**src/rtl/llc_snoop_if.sv**
```systemverilog
// Snoop-side bus bundle of the LLC: snooped request, tag/MESI array port,
// L2->L1 message channel and snoop response. slave = responder, master = environment.
interface llc_snoop_if #(
   parameter int N_WAY       = 16,
   parameter int INDEX_SIZE  = 14,
   parameter int OFFSET_SIZE = 6,
   parameter int TAG_SIZE    = 12
);
   localparam int WAY_W = $clog2(N_WAY);

   logic                      snp_req_valid;
   logic                      snp_req_ready;
   logic [2:0]                snp_req_op;
   logic [31:0]               snp_req_addr;
   logic [3:0]                snp_req_id;

   logic                      tag_rd_en;
   logic [INDEX_SIZE-1:0]     tag_rd_index;
   logic [N_WAY-1:0]          tag_rd_valid;
   logic [N_WAY*TAG_SIZE-1:0] tag_rd_tag;
   logic [N_WAY*2-1:0]        tag_rd_mesi;

   logic                      tag_wr_en;
   logic [INDEX_SIZE-1:0]     tag_wr_index;
   logic [WAY_W-1:0]          tag_wr_way;
   logic [1:0]                tag_wr_mesi;

   logic                      l1_msg_valid;
   logic                      l1_msg_ready;
   logic [1:0]                l1_msg_type;
   logic [31:0]               l1_msg_addr;

   logic                      snp_rsp_valid;
   logic                      snp_rsp_ready;
   logic [1:0]                snp_rsp_result;
   logic [31:0]               snp_rsp_addr;

   logic                      protocol_err;

   modport slave (
      input  snp_req_valid, snp_req_op, snp_req_addr, snp_req_id,
      output snp_req_ready,
      output tag_rd_en, tag_rd_index,
      input  tag_rd_valid, tag_rd_tag, tag_rd_mesi,
      output tag_wr_en, tag_wr_index, tag_wr_way, tag_wr_mesi,
      output l1_msg_valid, l1_msg_type, l1_msg_addr,
      input  l1_msg_ready,
      output snp_rsp_valid, snp_rsp_result, snp_rsp_addr,
      input  snp_rsp_ready,
      output protocol_err
   );

   modport master (
      output snp_req_valid, snp_req_op, snp_req_addr, snp_req_id,
      input  snp_req_ready,
      input  tag_rd_en, tag_rd_index,
      output tag_rd_valid, tag_rd_tag, tag_rd_mesi,
      input  tag_wr_en, tag_wr_index, tag_wr_way, tag_wr_mesi,
      input  l1_msg_valid, l1_msg_type, l1_msg_addr,
      output l1_msg_ready,
      input  snp_rsp_valid, snp_rsp_result, snp_rsp_addr,
      output snp_rsp_ready,
      input  protocol_err
   );
endinterface

```
**src/rtl/llc_snoop_responder.sv**
```systemverilog
// LLC snoop responder: looks up snooped bus ops in the tag/MESI array, answers
// NOHIT/HIT/HITM, issues L1 recalls/invalidates and writes back the next MESI state.
module llc_snoop_responder #(
   parameter int         N_WAY       = 16,
   parameter int         INDEX_SIZE  = 14,
   parameter int         OFFSET_SIZE = 6,
   parameter int         TAG_SIZE    = 12,
   parameter logic [3:0] MY_ID       = 4'd0
) (
   input logic        clk,
   input logic        rst_n,
   llc_snoop_if.slave bus_io
);
   localparam int WAY_W = $clog2(N_WAY);

   localparam logic [2:0] OP_READ  = 3'b001;
   localparam logic [2:0] OP_WRITE = 3'b010;
   localparam logic [2:0] OP_INVAL = 3'b011;
   localparam logic [2:0] OP_RWIM  = 3'b100;

   localparam logic [1:0] MESI_I = 2'b00;
   localparam logic [1:0] MESI_S = 2'b01;
   localparam logic [1:0] MESI_E = 2'b10;
   localparam logic [1:0] MESI_M = 2'b11;

   localparam logic [1:0] RES_NOHIT = 2'b00;
   localparam logic [1:0] RES_HIT   = 2'b01;
   localparam logic [1:0] RES_HITM  = 2'b10;

   localparam logic [1:0] MSG_GETLINE = 2'b01;
   localparam logic [1:0] MSG_INVAL   = 2'b11;

   typedef enum logic [2:0] {
      ST_IDLE,
      ST_LOOKUP,
      ST_EVAL,
      ST_L1MSG,
      ST_UPDATE,
      ST_RESP
   } state_e;

   state_e           state_q, state_d;
   logic [31:0]      addr_q, addr_d;
   logic [2:0]       op_q, op_d;
   logic [1:0]       result_q, result_d;
   logic [WAY_W-1:0] way_q, way_d;
   logic [1:0]       mesi_q, mesi_d;
   logic             getl_q, getl_d;
   logic             inval_q, inval_d;

   logic [INDEX_SIZE-1:0] snp_index;
   logic [TAG_SIZE-1:0]   snp_tag;
   logic                  op_known;

   assign snp_index = addr_q[OFFSET_SIZE+INDEX_SIZE-1:OFFSET_SIZE];
   assign snp_tag   = addr_q[31:OFFSET_SIZE+INDEX_SIZE];
   assign op_known  = (op_q == OP_READ) || (op_q == OP_WRITE) ||
                      (op_q == OP_INVAL) || (op_q == OP_RWIM);

   logic [N_WAY-1:0] hit_vec;
   logic             hit_any;
   logic             hit_multi;
   logic [WAY_W-1:0] hit_way;
   logic [1:0]       hit_mesi;

   always_comb begin
      hit_vec  = '0;
      hit_way  = '0;
      hit_mesi = MESI_I;
      for (int w = 0; w < N_WAY; w++) begin
         hit_vec[w] = bus_io.tag_rd_valid[w] &&
                      (bus_io.tag_rd_mesi[w*2 +: 2] != MESI_I) &&
                      (bus_io.tag_rd_tag[w*TAG_SIZE +: TAG_SIZE] == snp_tag);
      end
      // Scan downward so the lowest-numbered hitting way wins.
      for (int w = N_WAY - 1; w >= 0; w--) begin
         if (hit_vec[w]) begin
            hit_way  = WAY_W'(w);
            hit_mesi = bus_io.tag_rd_mesi[w*2 +: 2];
         end
      end
      hit_any   = |hit_vec;
      hit_multi = (hit_vec & (hit_vec - N_WAY'(1))) != '0;
   end

   logic [1:0] act_result;
   logic       act_getl;
   logic       act_inval;
   logic       act_upd;
   logic [1:0] act_mesi;
   logic       act_err;

   always_comb begin
      act_result = RES_NOHIT;
      act_getl   = 1'b0;
      act_inval  = 1'b0;
      act_upd    = 1'b0;
      act_mesi   = hit_mesi;
      act_err    = 1'b0;
      if (!op_known) begin
         act_err = 1'b1;
      end else if (hit_any) begin
         act_err = hit_multi;
         case (op_q)
            OP_READ: begin
               act_result = (hit_mesi == MESI_M) ? RES_HITM : RES_HIT;
               act_getl   = (hit_mesi == MESI_M);
               act_upd    = (hit_mesi != MESI_S);
               act_mesi   = MESI_S;
            end
            OP_RWIM: begin
               act_result = (hit_mesi == MESI_M) ? RES_HITM : RES_HIT;
               act_getl   = (hit_mesi == MESI_M);
               act_inval  = 1'b1;
               act_upd    = 1'b1;
               act_mesi   = MESI_I;
            end
            OP_INVAL: begin
               // E/M under INVALIDATE is illegal but still treated as a shared line.
               act_result = RES_HIT;
               act_inval  = 1'b1;
               act_upd    = 1'b1;
               act_mesi   = MESI_I;
               if (hit_mesi != MESI_S) act_err = 1'b1;
            end
            OP_WRITE: begin
               act_err = 1'b1;
            end
            default: ;
         endcase
      end
   end

   logic       req_ready;
   logic       rd_en;
   logic       wr_en;
   logic       msg_valid;
   logic [1:0] msg_type;
   logic       rsp_valid;
   logic       err_pulse;

   always_comb begin
      state_d   = state_q;
      addr_d    = addr_q;
      op_d      = op_q;
      result_d  = result_q;
      way_d     = way_q;
      mesi_d    = mesi_q;
      getl_d    = getl_q;
      inval_d   = inval_q;
      req_ready = 1'b0;
      rd_en     = 1'b0;
      wr_en     = 1'b0;
      msg_valid = 1'b0;
      msg_type  = 2'b00;
      rsp_valid = 1'b0;
      err_pulse = 1'b0;
      case (state_q)
         ST_IDLE: begin
            req_ready = 1'b1;
            if (bus_io.snp_req_valid) begin
               addr_d = bus_io.snp_req_addr;
               op_d   = bus_io.snp_req_op;
               if (bus_io.snp_req_id == MY_ID) begin
                  result_d = RES_NOHIT;
                  state_d  = ST_RESP;
               end else begin
                  state_d = ST_LOOKUP;
               end
            end
         end
         ST_LOOKUP: begin
            rd_en   = op_known;
            state_d = ST_EVAL;
         end
         ST_EVAL: begin
            err_pulse = act_err;
            result_d  = act_result;
            way_d     = hit_way;
            mesi_d    = act_mesi;
            getl_d    = act_getl;
            inval_d   = act_inval;
            if (act_getl || act_inval) state_d = ST_L1MSG;
            else if (act_upd)          state_d = ST_UPDATE;
            else                       state_d = ST_RESP;
         end
         ST_L1MSG: begin
            // GETLINE always precedes INVALIDATELINE when both are pending.
            msg_valid = 1'b1;
            msg_type  = getl_q ? MSG_GETLINE : MSG_INVAL;
            if (bus_io.l1_msg_ready) begin
               if (getl_q && inval_q) getl_d  = 1'b0;
               else                   state_d = ST_UPDATE;
            end
         end
         ST_UPDATE: begin
            wr_en   = 1'b1;
            state_d = ST_RESP;
         end
         ST_RESP: begin
            rsp_valid = 1'b1;
            if (bus_io.snp_rsp_ready) state_d = ST_IDLE;
         end
         default: state_d = ST_IDLE;
      endcase
   end

   always_ff @(posedge clk) begin
      if (!rst_n) begin
         state_q <= ST_IDLE;
         getl_q  <= 1'b0;
         inval_q <= 1'b0;
      end else begin
         state_q <= state_d;
         getl_q  <= getl_d;
         inval_q <= inval_d;
      end
   end

   always_ff @(posedge clk) begin
      addr_q   <= addr_d;
      op_q     <= op_d;
      result_q <= result_d;
      way_q    <= way_d;
      mesi_q   <= mesi_d;
   end

   // Every output is forced low while reset is held, independent of state.
   assign bus_io.snp_req_ready  = rst_n & req_ready;
   assign bus_io.tag_rd_en      = rst_n & rd_en;
   assign bus_io.tag_rd_index   = rst_n ? snp_index : '0;
   assign bus_io.tag_wr_en      = rst_n & wr_en;
   assign bus_io.tag_wr_index   = rst_n ? snp_index : '0;
   assign bus_io.tag_wr_way     = rst_n ? way_q : '0;
   assign bus_io.tag_wr_mesi    = rst_n ? mesi_q : '0;
   assign bus_io.l1_msg_valid   = rst_n & msg_valid;
   assign bus_io.l1_msg_type    = rst_n ? msg_type : '0;
   assign bus_io.l1_msg_addr    = rst_n ? {addr_q[31:OFFSET_SIZE], {OFFSET_SIZE{1'b0}}} : '0;
   assign bus_io.snp_rsp_valid  = rst_n & rsp_valid;
   assign bus_io.snp_rsp_result = rst_n ? result_q : '0;
   assign bus_io.snp_rsp_addr   = rst_n ? addr_q : '0;
   assign bus_io.protocol_err   = rst_n & err_pulse;
endmodule

```
**src/flat_wrapper.sv**
```systemverilog
// flat-port wrapper written by rule: the top's interface ports become plain ports
module llc_snoop_responder_flat 
#(
   parameter int         N_WAY       = 16,
   parameter int         INDEX_SIZE  = 14,
   parameter int         OFFSET_SIZE = 6,
   parameter int         TAG_SIZE    = 12,
   parameter logic [3:0] MY_ID       = 4'd0
)
  (clk, rst_n, bus_io_snp_req_valid, bus_io_snp_req_op, bus_io_snp_req_addr, bus_io_snp_req_id, bus_io_snp_req_ready, bus_io_tag_rd_en, bus_io_tag_rd_index, bus_io_tag_rd_valid, bus_io_tag_rd_tag, bus_io_tag_rd_mesi, bus_io_tag_wr_en, bus_io_tag_wr_index, bus_io_tag_wr_way, bus_io_tag_wr_mesi, bus_io_l1_msg_valid, bus_io_l1_msg_type, bus_io_l1_msg_addr, bus_io_l1_msg_ready, bus_io_snp_rsp_valid, bus_io_snp_rsp_result, bus_io_snp_rsp_addr, bus_io_snp_rsp_ready, bus_io_protocol_err);
  llc_snoop_if #(.N_WAY(N_WAY), .INDEX_SIZE(INDEX_SIZE), .OFFSET_SIZE(OFFSET_SIZE), .TAG_SIZE(TAG_SIZE)) bus_io_i ();
  input logic clk;
  input logic rst_n;
  input wire logic [$bits(bus_io_i.snp_req_valid)-1:0] bus_io_snp_req_valid;
  input wire logic [$bits(bus_io_i.snp_req_op)-1:0] bus_io_snp_req_op;
  input wire logic [$bits(bus_io_i.snp_req_addr)-1:0] bus_io_snp_req_addr;
  input wire logic [$bits(bus_io_i.snp_req_id)-1:0] bus_io_snp_req_id;
  output wire logic [$bits(bus_io_i.snp_req_ready)-1:0] bus_io_snp_req_ready;
  output wire logic [$bits(bus_io_i.tag_rd_en)-1:0] bus_io_tag_rd_en;
  output wire logic [$bits(bus_io_i.tag_rd_index)-1:0] bus_io_tag_rd_index;
  input wire logic [$bits(bus_io_i.tag_rd_valid)-1:0] bus_io_tag_rd_valid;
  input wire logic [$bits(bus_io_i.tag_rd_tag)-1:0] bus_io_tag_rd_tag;
  input wire logic [$bits(bus_io_i.tag_rd_mesi)-1:0] bus_io_tag_rd_mesi;
  output wire logic [$bits(bus_io_i.tag_wr_en)-1:0] bus_io_tag_wr_en;
  output wire logic [$bits(bus_io_i.tag_wr_index)-1:0] bus_io_tag_wr_index;
  output wire logic [$bits(bus_io_i.tag_wr_way)-1:0] bus_io_tag_wr_way;
  output wire logic [$bits(bus_io_i.tag_wr_mesi)-1:0] bus_io_tag_wr_mesi;
  output wire logic [$bits(bus_io_i.l1_msg_valid)-1:0] bus_io_l1_msg_valid;
  output wire logic [$bits(bus_io_i.l1_msg_type)-1:0] bus_io_l1_msg_type;
  output wire logic [$bits(bus_io_i.l1_msg_addr)-1:0] bus_io_l1_msg_addr;
  input wire logic [$bits(bus_io_i.l1_msg_ready)-1:0] bus_io_l1_msg_ready;
  output wire logic [$bits(bus_io_i.snp_rsp_valid)-1:0] bus_io_snp_rsp_valid;
  output wire logic [$bits(bus_io_i.snp_rsp_result)-1:0] bus_io_snp_rsp_result;
  output wire logic [$bits(bus_io_i.snp_rsp_addr)-1:0] bus_io_snp_rsp_addr;
  input wire logic [$bits(bus_io_i.snp_rsp_ready)-1:0] bus_io_snp_rsp_ready;
  output wire logic [$bits(bus_io_i.protocol_err)-1:0] bus_io_protocol_err;
  assign bus_io_i.snp_req_valid = bus_io_snp_req_valid;
  assign bus_io_i.snp_req_op = bus_io_snp_req_op;
  assign bus_io_i.snp_req_addr = bus_io_snp_req_addr;
  assign bus_io_i.snp_req_id = bus_io_snp_req_id;
  assign bus_io_snp_req_ready = bus_io_i.snp_req_ready;
  assign bus_io_tag_rd_en = bus_io_i.tag_rd_en;
  assign bus_io_tag_rd_index = bus_io_i.tag_rd_index;
  assign bus_io_i.tag_rd_valid = bus_io_tag_rd_valid;
  assign bus_io_i.tag_rd_tag = bus_io_tag_rd_tag;
  assign bus_io_i.tag_rd_mesi = bus_io_tag_rd_mesi;
  assign bus_io_tag_wr_en = bus_io_i.tag_wr_en;
  assign bus_io_tag_wr_index = bus_io_i.tag_wr_index;
  assign bus_io_tag_wr_way = bus_io_i.tag_wr_way;
  assign bus_io_tag_wr_mesi = bus_io_i.tag_wr_mesi;
  assign bus_io_l1_msg_valid = bus_io_i.l1_msg_valid;
  assign bus_io_l1_msg_type = bus_io_i.l1_msg_type;
  assign bus_io_l1_msg_addr = bus_io_i.l1_msg_addr;
  assign bus_io_i.l1_msg_ready = bus_io_l1_msg_ready;
  assign bus_io_snp_rsp_valid = bus_io_i.snp_rsp_valid;
  assign bus_io_snp_rsp_result = bus_io_i.snp_rsp_result;
  assign bus_io_snp_rsp_addr = bus_io_i.snp_rsp_addr;
  assign bus_io_i.snp_rsp_ready = bus_io_snp_rsp_ready;
  assign bus_io_protocol_err = bus_io_i.protocol_err;
  llc_snoop_responder #(.N_WAY(N_WAY), .INDEX_SIZE(INDEX_SIZE), .OFFSET_SIZE(OFFSET_SIZE), .TAG_SIZE(TAG_SIZE), .MY_ID(MY_ID)) u_core (.clk(clk), .rst_n(rst_n), .bus_io(bus_io_i));
endmodule
```
**config.mk**
```make
export PLATFORM = sky130hd
export DESIGN_NAME = llc_snoop_responder_flat
export DESIGN_NICKNAME = d
export VERILOG_FILES = /design/src/rtl/llc_snoop_if.sv /design/src/rtl/llc_snoop_responder.sv /design/src/flat_wrapper.sv
export SDC_FILE = /design/constraint.sdc
export NUM_CORES = 1
export LEC_CHECK = 0
export BUFFER_PORTS_ARGS = -buffer_cell sky130_fd_sc_hd__buf_2
export CORE_AREA = 4 4 149 151
export CTS_BUF_LIST = sky130_fd_sc_hd__clkbuf_4 sky130_fd_sc_hd__clkbuf_8
export CTS_CLUSTER_SIZE = 30
export DETAILED_ROUTE_END_ITERATION = 8
export DIE_AREA = 0 0 153 155
export GPL_ROUTABILITY_DRIVEN = 0
export PLACE_DENSITY = 0.71
export SYNTH_ARGS = -nofsm -noshare
export SYNTH_HDL_FRONTEND = slang
export SYNTH_SLANG_ARGS = --single-unit
```
**constraint.sdc**
```tcl
create_clock -name clk -period 9.2 [get_ports clk]
set_input_delay 0 -clock clk [delete_from_list [all_inputs] [get_ports clk]]
set_output_delay 0 -clock clk [all_outputs]
set_load 0.005 [all_outputs]
```
==> impl_results.md, run 1 <==
- Status: finished clean
- Clk Tree Root Cell: clkbuf_8
- RSZ-0062 raised after global routing: no
- FF-to-FF path depth: 10
- Initial antenna violation count: 11
- PortBufs: 385
- Final nets: 1,469
- Fill count: 2,174
- Kind of critical path: flip-flop to output pin
- Final setup viols: 0
- H-tree levels: 2
- Ports: 392
- Post-route clock period utilization: 0.466
- Min Tclk post-route: 4280 ps
- Utilization after layout: 0.430
- Finished Cell Area: 0.00895 mm^2
- Slowest-stage cell, CP: edfxtp_1
- Final hold vios: 0
- CTS Buf Count: 5
- Critical Path, Cell by Cell: xnor2_1 -> or4bb_1 -> or4_1 -> nor2_2 -> a31oi_1 -> a2111o_1 -> a221oi_2 -> nor2b_1 -> nand2b_1 -> a211oi_1 -> nor3_1 -> buf_2
- Hold Crit Class: input port to flip-flop
- Die width: 153 um
- Clock Sinks: 48
- Synthesized instance count: 844
- Sequential-to-total area share from yosys stat: 0.206
- P_leak: 4.07 nW
- Setup crit start kind: flip-flop
- Power Density: 135 mW/mm^2
- Gr usage total: 0.236
- Die footprint: 0.0237 mm^2
- Final ANT Viol Nets: 0
- DR WL/cell: 20.4 um
- Post-synth ARST share: 0
- Crit path required time: 9200 ps
- Post-synth top area share: 0.191
- Clock buffer depth: 2
- Count of cell types in the netlist: 75
- Reg-to-reg slack, setup: 4970 ps
- Worst R2R End: u_core.mesi_q[0]$_DFFE_PP_
- Pre-antenna DRT Iters: 5
- Initial drt markers: 603
- Synthesized area per cell: 8.02 um^2
- Fmax: 233 MHz
- Final setup skew: 5.48 ps
- Area of the multi-input gates: 0.00465 mm^2
- Dpl hpwl: 24,200 um
- Core Area: 0.0208 mm^2
- CP endpoint kind: output pin
- Most common cell in the netlist: xor2_1
- MaxCap Viol Count: 0
- Synthesized flop and latch total: 48
- DRC Markers: 0
- Total number of vias: 7,787
- Aggregate global routing overflow: 0
- CTS clk-pin slew, worst paths: 100 ps
- Hold path startpoint: bus_io_l1_msg_ready
- Hold Path Sink: u_core.state_q[2]$_SDFFE_PN0P_
- Layout cells sized above 1: 0.356
- Number of hold buffers added after CTS: 35
- First-pass GRT wire length: 44,400 um
- Worst slew pin tran: 1180 ps
- Slew headroom: 0.210
- Largest net degree at the start of global routing: 48
- Setup tns final: 0 ps
- Vias in the first global route: 7,885
- CTS tree: done
- Pwr Total: 0.00120 W
- Largest area contributor in the netlist: edfxtp_1
- Row cnt: 53
- Routed vias/inst: 5.30
- Hold Path Depth: 4
- Pins Over Slew Limit: 0
- WL final: 30,000 um
- Number of synthesized flops with an enable pin: 43
- Maximum VDD drop: 88.2 uV
- Area Overhead vs Synth: 32.2%
- Reg area: 0.00139 mm^2
- Initial core utilization: 0.325
- Area contributors post-synth: edfxtp_1 (19%), xor2_1 (16%), xnor2_1 (9.4%)
- Crit path DAT: 4280 ps
- Die Y-Extent: 155 um
- Syn Std Cell Area: 0.00677 mm^2
- CP peak stage delay: 1140 ps
- Post-CTS Repair Setup Buffers: 0
- Later-pin clock latency in the skew report: 310 ps
- Area after DPL: 0.00849 mm^2
- Cts repair resizes: 0
- Most instantiated cells after synthesis: xor2_1 (126), xnor2_1 (73), buf_4 (62)
- CP Max Fanout: 17
- Critical R2R Launch: u_core.addr_q[24]$_DFFE_PP_
- Prevailing post-synth register cell: edfxtp_1
- YS warnings: 0
-- sequential cells by signal, indices dropped and copies added (netlist names) --
register,cells
u_core.getl_q,1
u_core.inval_q,1
u_core.state_q,3
u_core.addr_q,32
u_core.result_q,2
u_core.mesi_q,2
u_core.op_q,3
u_core.way_q,4
-- layout make-up --
type                            instances  area share
Multi-Input combinational cell        675       0.520
Timing Repair Buffer                  431       0.264
Sequential cell                        48       0.156
Tap cell                              275      0.0385
Inverter                               24      0.0101
Clock buffer                            5     0.00769
Antenna cell                            8     0.00224
Clock inverter                          3     0.00210
-- per-stage QoR --
| stage | std cells | worst slack (ps) | hold slack (ps) |
|---|---|---|---|
| 3_3_place_gp | 1418 | 5150 | 177 |
| 2_1_floorplan | 849 | 5820 | 98.9 |
| 4_1_cts | 1461 | 4930 | 125 |
| 6_report | 1469 | 4920 | 141 |
| 3_5_place_dp | 1418 | 5010 | 178 |
| 5_1_grt | 1468 | 4570 | 147 |
-- report_power, final --
group	switching (W)	internal [W]	total [W]
combinational	0.000441	0.000294	0.000735
clock	0.0000774	0.0000527	0.000130
sequential	0.0000390	0.000301	0.000340
-- worst max-delay path: cells and delay by family (launching register included) --
family,cells,cell delay (ps)
simple gates,6,1650
flops,1,1140
compound gates,4,790
xor+xnor,1,220
buf+inv,1,170
-- routing by layer --
metal	track usage	share of wire	vias up
met5	0	0.0016	-
met4	0.0823	0.031	8
met3	0.0467	0.081	72
met2	0.398	0.48	405
met1	0.303	0.41	3637
li1	-	-	3665
-- kinds of logic (layout without fill, tap and decap cells) --
group	count (synthesis)	in the layout	synth area share
mux	1	1	0.00166
buf+inv	126	463	0.110
fa+ha+maj	1	1	0.00148
other cells	1	14	0.000554
xor+xnor	199	199	0.258
simple gates	337	337	0.292
flops	48	48	0.206
compound gates	131	131	0.131
-- worst max-delay path by stage --
stage                                     start                               end  cells past startpoint
CTS                 u_core.addr_q[24]$_DFFE_PP_               bus_io_protocol_err                     11
finish              u_core.addr_q[24]$_DFFE_PP_               bus_io_protocol_err                     12
global placement    u_core.addr_q[24]$_DFFE_PP_  u_core.result_q[0]$_SDFFCE_PN0P_                     10
floorplan           u_core.addr_q[30]$_DFFE_PP_        u_core.mesi_q[0]$_DFFE_PP_                     12
detailed placement  u_core.addr_q[24]$_DFFE_PP_        u_core.mesi_q[0]$_DFFE_PP_                     10
global route        u_core.addr_q[24]$_DFFE_PP_               bus_io_protocol_err                     12
-- cells in the final DEF, fill, tap and decap left out, types with 16 or more instances in the layout --
cell type      Yosys  layout
o21ai_0           42      42
inv_1             24      24
nor4_1            42      42
dlygate4sd3_1      0      35
nand4_1           28      28
or4_1             16      16
nor2_1            38      38
nand3_1           22      22
edfxtp_1          43      43
xor2_1           126     126
xnor2_1           73      73
buf_2             24     385
a21oi_1           19      19
nand2_1           49      49
nor3_1            25      25
and2_1            46      46
Power figures use the tool's default switching activity.
==> run 2: changes to the inputs <==
--- a/config.mk
+++ b/config.mk
@@ -6,11 +6,11 @@
 export NUM_CORES = 1
 export LEC_CHECK = 0
 export BUFFER_PORTS_ARGS = -buffer_cell sky130_fd_sc_hd__buf_2
-export CORE_AREA = 4 4 149 151
+export CORE_AREA = 4 4 150 152
 export CTS_BUF_LIST = sky130_fd_sc_hd__clkbuf_4 sky130_fd_sc_hd__clkbuf_8
 export CTS_CLUSTER_SIZE = 30
 export DETAILED_ROUTE_END_ITERATION = 8
-export DIE_AREA = 0 0 153 155
+export DIE_AREA = 0 0 154 156
 export GPL_ROUTABILITY_DRIVEN = 0
 export PLACE_DENSITY = 0.71
 export SYNTH_ARGS = -nofsm -noshare
==> constraint.sdc (replaced) <==
create_clock -name clk -period 4.4 [get_ports clk]
set_input_delay 0 -clock clk [delete_from_list [all_inputs] [get_ports clk]]
set_output_delay 0 -clock clk [all_outputs]
set_load 0.005 [all_outputs]
==> run 2 against run 1 <==
Core utilization fell by 0.073 points. Hold slack got worse by 22 ps. Clock power grew 140%. Worst setup slack worse by 4700 ps. Highest routed layer unchanged. Critical path depth unchanged. Via count shrank 0.14%. Total power increased by 110%. Largest power group unchanged.
==> impl_results.md, run 2 (same netlist as run 1, synthesis figures left out) <==
- DR WL/cell: 20.7 um (+1.4%)
- Slew headroom: 0.479 (+0.269)
- Setup crit start kind: flip-flop
- Total number of vias: 7,776 (-0.14%)
- CTS Buf Count: 5 (unchanged)
- Fmax: 239 MHz
- Largest net degree at the start of global routing: 48 (unchanged)
- Area Overhead vs Synth: 33.2%
- Largest regs: u_core.addr_q (32), u_core.way_q (4)
- CTS tree: done
- Switching power: 0.00116 W (+110%)
- Pre-antenna DRT Iters: 5 (unchanged)
- MaxCap Viol Count: 0 (unchanged)
- Final hold vios: 0 (unchanged)
- Hold Crit Class: input port to flip-flop
- Routed vias/inst: 5.29 (-0.14%)
- Setup tns final: 0 ps (unchanged)
- Clock share of power: 0.122 (+0.014)
- Initial core utilization: 0.322 (-0.00308)
- Hold Slack: 119 ps (-21.7 ps)
- Net Sw Frac: 0.447 (-0.0154)
- Initial drt markers: 769 (+28%)
- Commonest non-fill, non-tap cell in the layout: buf_2
- Cell-internal power: 0.00143 W (+120%)
- Post-CTS Repair Setup Buffers: 0 (unchanged)
- Logic pwr share: 0.589 (-0.021)
- Post-route clock period utilization: 0.952
- Maximum VDD drop: 279 uV (+220%)
- First-pass GRT wire length: 44,800 um (+0.87%)
- WL final: 30,400 um (+1.4%)
- Final setup viols: 0 (unchanged)
- P_leak: 4.13 nW (+1.4%)
- Core Area: 0.0210 mm^2 (+0.96%)
- H-tree levels: 2 (unchanged)
- CP Max Fanout: 12 (-5)
- Min Tclk post-route: 4190 ps
- Row cnt: 53 (unchanged)
- Power Density: 287 mW/mm^2 (+110%)
- Clock Sinks: 48 (unchanged)
- CTS clk-pin slew, worst paths: 90 ps (about the same)
- CP endpoint kind: output pin
- Crit path required time: 4400 ps (-4800 ps)
- Worst slew pin tran: 781 ps (-404 ps)
- Layout cells sized above 1: 0.358 (+0.00264)
- Most frequent cells in the layout: buf_2 (385), xor2_1 (126), xnor2_1 (73), nand2_1 (49), and2_1 (46)
- Sequential power share: 0.288 (+0.006)
- Pins Over Slew Limit: 0 (unchanged)
- Crit path DAT: 4190 ps (-90 ps)
- Pwr Total: 0.00259 W (+110%)
- DRC Markers: 0 (unchanged)
- Kind of critical path: flip-flop to output pin
- Register bank with the most flops: u_core.addr_q
- Die footprint: 0.0240 mm^2 (+1.3%)
- Max reg flops: 32 (unchanged)
- Ports: 392 (unchanged)
- Dpl hpwl: 25,600 um (+5.9%)
- Utilization after layout: 0.429 (-0.000733)
- PortBufs: 385 (unchanged)
- Aggregate global routing overflow: 0 (unchanged)
- Vias in the first global route: 7,962 (+0.98%)
- Final ANT Viol Nets: 0 (unchanged)
- Final nets: 1,477 (+0.54%)
- Later-pin clock latency in the skew report: 300 ps (about the same)
- Clk Tree Root Cell: clkbuf_8
- Clock buffer depth: 2 (unchanged)
- Initial antenna violation count: 1 (-10)
- RSZ-0062 raised after global routing: no
- Status: finished clean
- N_diodes: 0 (-8)
- Gr usage total: 0.237 (+0.000330)
- Die width: 154 um (+0.65%)
- Die Y-Extent: 156 um (+0.65%)
- Final setup skew: 5.99 ps (+0.510 ps)
-- run 2: path summary, 6_finish.rpt --
kind	depth (start not counted)	slack, ps	endpoint	startpoint
hold reg to reg	2	490	u_core.inval_q$_SDFFE_PN0P_	u_core.inval_q$_SDFFE_PN0P_
setup / recovery	12	210	bus_io_protocol_err	u_core.addr_q[27]$_DFFE_PP_
setup reg to reg	12	440	u_core.state_q[2]$_SDFFE_PN0P_	u_core.addr_q[27]$_DFFE_PP_
hold / removal	6	120	u_core.state_q[2]$_SDFFE_PN0P_	bus_io_snp_rsp_ready
-- run 2: power by group through the flow --
stage | Clock (W) | Combinational (W) | Sequential, W
2_1_floorplan | 0 | 0.00108 | 0.000654
3_3_place_gp | 0 | 0.00146 | 0.000747
3_5_place_dp | 0 | 0.00148 | 0.000756
4_1_cts | 0.000325 | 0.00151 | 0.000744
5_1_grt | 0.000341 | 0.00166 | 0.000759
6_report | 0.000317 | 0.00152 | 0.000746
-- run 2: area by class of cell --
type | count | area [um^2]
Inverter | 24 | 90.1
Clock buffer | 5 | 68.8
Timing Repair Buffer | 439 | 2430
Clock inverter | 3 | 37.5
Fill cell | 2141 | 12000
Multi-Input combinational cell | 675 | 4650
Tap cell | 275 | 344
Sequential cell | 48 | 1390
-- run 2: repair_timing --
| item | CTS | global route |
|---|---|---|
| gates resized for setup | 0 | 1 |
| endpoints found under the hold margin | 35 | 0 |
| endpoints found under the setup margin | 0 | 1 |
| hold buffers | 35 | 0 |
-- run 2: critical path, stage by stage, from the launching register on --
cell,delay [ps]
edfxtp_1,650
buf_4,360
xor2_1,120
or4b_1,530
nor4_1,410
a41oi_1,200
a2111oi_0,470
o21ai_0,250
a21oi_1,300
nand2b_1,180
a211oi_1,80
nor3_1,140
buf_2,170
-- run 2: metal layers --
| metal | share of wire | global-route usage | wire, um | vias up |
|---|---|---|---|---|
| met5 | 0.00023 | 0 | 7 | - |
| met4 | 0.012 | 0.0446 | 380 | 2 |
| met3 | 0.10 | 0.0566 | 3110 | 35 |
| met2 | 0.48 | 0.402 | 14500 | 440 |
| met1 | 0.41 | 0.309 | 12400 | 3629 |
| li1 | - | - | - | 3670 |
-- run 2: per-stage QoR --
step	instances	instance area (um^2)	worst slack, ps
floorplan	849	6790	1020
global placement	1426	8560	635
detailed placement	1426	8560	526
CTS	1469	9020	231
global route	1469	9020	88.3
finish	1469	9020	213
==> run 3: changes to the inputs <==
--- a/config.mk
+++ b/config.mk
@@ -13,6 +13,7 @@
 export DIE_AREA = 0 0 154 156
 export GPL_ROUTABILITY_DRIVEN = 0
 export PLACE_DENSITY = 0.71
+export REMOVE_ABC_BUFFERS = 1
 export SYNTH_ARGS = -nofsm -noshare
 export SYNTH_HDL_FRONTEND = slang
 export SYNTH_SLANG_ARGS = --single-unit
==> run 3 against run 2 <==
Via count rose by 1.2%. Clock-buffer cell count did not move. Fmax fell by 1.3%. Wire length rose by 0.83%. Core utilization rose by 0.26 points. First-iteration DRC count fell by 38%. Register-to-register slack barely moved. Final area rose by 0.61%. Non-clock buffer count rose by 7. Critical path type unchanged. Largest cell class unchanged. Largest power group unchanged.
==> impl_results.md, run 3 (same netlist as run 1, synthesis figures left out) <==
- Status: finished clean
- Slew headroom: 0.462 (-0.0177)
- Final setup viols: 0 (unchanged)
- Core Area: 0.0210 mm^2 (unchanged)
- Clock Sinks: 48 (unchanged)
- Ports: 392 (unchanged)
- Critical Path, Cell by Cell: xnor2_1 -> or4b_1 -> or4_1 -> nor2_2 -> a31oi_1 -> a2111o_1 -> a221oi_2 -> nor2b_1 -> nand2b_1 -> a211oi_1 -> nor3_1 -> buf_2
- Later-pin clock latency in the skew report: 310 ps (about the same)
- Initial drt markers: 476 (-38%)
- Worst slew pin tran: 807 ps (+26.5 ps)
- Fill count: 2,130 (-0.51%)
- Area of the multi-input gates: 0.00466 mm^2 (+0.13%)
- Crit path DAT: 4240 ps (+50 ps)
- Buf+Inv Stages, Crit Path: 1 (-1)
- H-tree levels: 2 (unchanged)
- Die width: 154 um (unchanged)
- Row cnt: 53 (unchanged)
- Area Overhead vs Synth: 34.0%
- Worst Setup Slack, final: 160 ps (-53.3 ps)
- CP peak stage delay: 880 ps (+230 ps)
- Maximum VDD drop: 212 uV (-24%)
- Most frequent cells in the layout: buf_2 (385), xor2_1 (126), xnor2_1 (73), nand2_1 (49), and2_1 (46)
- DP Cell Count: 1,425 (-0.070%)
- Crit-path leading delay family: simple AND/OR/NAND/NOR gates
- Non-Filler Instances: 1,476 (+0.48%)
- CP endpoint kind: output pin
- WL final: 30,700 um (+0.83%)
- Max reg flops: 32 (unchanged)
- DR WL/cell: 20.8 um (+0.35%)
- PortBufs: 385 (unchanged)
- Largest net degree at the start of global routing: 48 (unchanged)
- Die Y-Extent: 156 um (unchanged)
- CTS clk-pin slew, worst paths: 100 ps (about the same)
- Post-route clock period utilization: 0.964 (+0.0121)
- Utilization after layout: 0.432 (+0.00262)
- DRC Markers: 0 (unchanged)
- Initial core utilization: 0.322 (unchanged)
- Aggregate global routing overflow: 0 (unchanged)
- Largest regs: u_core.addr_q (32), u_core.way_q (4)
- Die footprint: 0.0240 mm^2 (unchanged)
- Power Density: 288 mW/mm^2 (+0.22%)
- Final nets: 1,484 (+0.47%)
- P_leak: 4.16 nW (+0.77%)
- Hold Crit Class: input port to flip-flop
- CP Max Fanout: 10 (-2)
- Commonest non-fill, non-tap cell in the layout: buf_2
- Layout cells sized above 1: 0.365 (+0.00624)
- Crit path required time: 4400 ps (about the same)
- Register bank with the most flops: u_core.addr_q
- Vias in the first global route: 8,048 (+1.1%)
- Fmax: 236 MHz (-1.3%)
- Setup crit start kind: flip-flop
- Clk Tree Root Cell: clkbuf_8
- Kind of critical path: flip-flop to output pin
- Routed vias/inst: 5.33 (+0.77%)
- Min Tclk post-route: 4240 ps (+53.3 ps)
- CTS Buf Count: 5 (unchanged)
- Slowest-stage cell, CP: edfxtp_1
- Initial antenna violation count: 0 (-1)
- Final ANT Viol Nets: 0 (unchanged)
- Pins Over Slew Limit: 0 (unchanged)
- Pre-antenna DRT Iters: 5 (unchanged)
- Gr usage total: 0.238 (+0.00176)
- Total number of vias: 7,873 (+1.2%)
- CTS tree: done
- RSZ-0062 raised after global routing: no
- Final hold vios: 0 (unchanged)
- N_diodes: 0 (unchanged)
- Clock buffer depth: 2 (unchanged)
- Final setup skew: 15.5 ps (+9.53 ps)
- Reg area: 0.00139 mm^2 (unchanged)
- Dpl hpwl: 25,200 um (-1.8%)
- Place WS: 265 ps (-261 ps)
- MaxCap Viol Count: 0 (unchanged)
- Setup tns final: 0 ps (unchanged)
- First-pass GRT wire length: 45,100 um (+0.60%)
## run 3: changes by cell type in the layout (fill, tap and decap cells not counted)
cell | previous run | this run
buf_12 | 1 | 2
buf_4 | 18 | 24
bufinv_16 | 1 | 0
clkinv_1 | 2 | 0
clkinv_2 | 0 | 1
clkinvlp_4 | 0 | 1
inv_6 | 0 | 1
nor4_1 | 42 | 41
nor4_2 | 0 | 1
## run 3: per-stage QoR
step / area (um^2) / total power, W / hold slack, ps
2_1_floorplan: 6130 / 0.00158 / 98.9
3_3_place_gp: 8550 / 0.00224 / 176
4_1_cts: 9010 / 0.00258 / 114
6_report: 9070 / 0.00261 / 124
3_5_place_dp: 8550 / 0.00226 / 178
5_1_grt: 9070 / 0.00278 / 128
## run 3: path summary, 6_finish.rpt
path                                                  start                        endpoint  slack, ps  depth (start not counted)
worst max-delay path            u_core.addr_q[25]$_DFFE_PP_             bus_io_protocol_err        160                         12
worst min-delay path                   bus_io_snp_rsp_ready  u_core.state_q[2]$_SDFFE_PN0P_        120                          6
worst max register to register  u_core.addr_q[30]$_DFFE_PP_      u_core.mesi_q[0]$_DFFE_PP_        450                         11
worst min register to register  u_core.inval_q$_SDFFE_PN0P_     u_core.inval_q$_SDFFE_PN0P_        500                          2
## run 3: final cells by class
cell class,count,share of cell area
clock inverters,3,0.00234
repair buffers,446,0.275
inverters,24,0.00993
flip-flops and latches,48,0.153
multi-input cells,675,0.514
well taps,275,0.0379
clock buffers,5,0.00759
## run 3: repair_timing
| item | CTS | global route |
|---|---|---|
| endpoints found under the setup margin | 1 | 1 |
| hold endpoints to repair | 35 | 0 |
| hold buffers | 35 | 0 |
| resized for setup | 0 | 2 |
| setup buffers | 3 | 5 |
## run 3: power by group
group	total, W	internal, W	switching, W	leakage [nW]
Clock	0.000278	0.000113	0.000165	0.0445
Combinational	0.00160	0.000666	0.000934	3.67
Sequential	0.000730	0.000629	0.000102	0.448
## run 3: worst register-to-register path, stage by stage (launching register included)
cell and delay, ps:
edfxtp_1 670, xor2_1 280, or4_4 590, nor4_4 320
nand3_1 120, a21o_1 180, a21o_1 170, a311o_1 330
a311o_1 330, a32o_2 300, a21o_1 160, a221oi_1 300
## run 3: metal layers
metal | global-route usage | part of all wire
met1 | 0.290 | 0.39
met2 | 0.431 | 0.49
met3 | 0.0472 | 0.090
met4 | 0.0601 | 0.026
met5 | 0 | 0
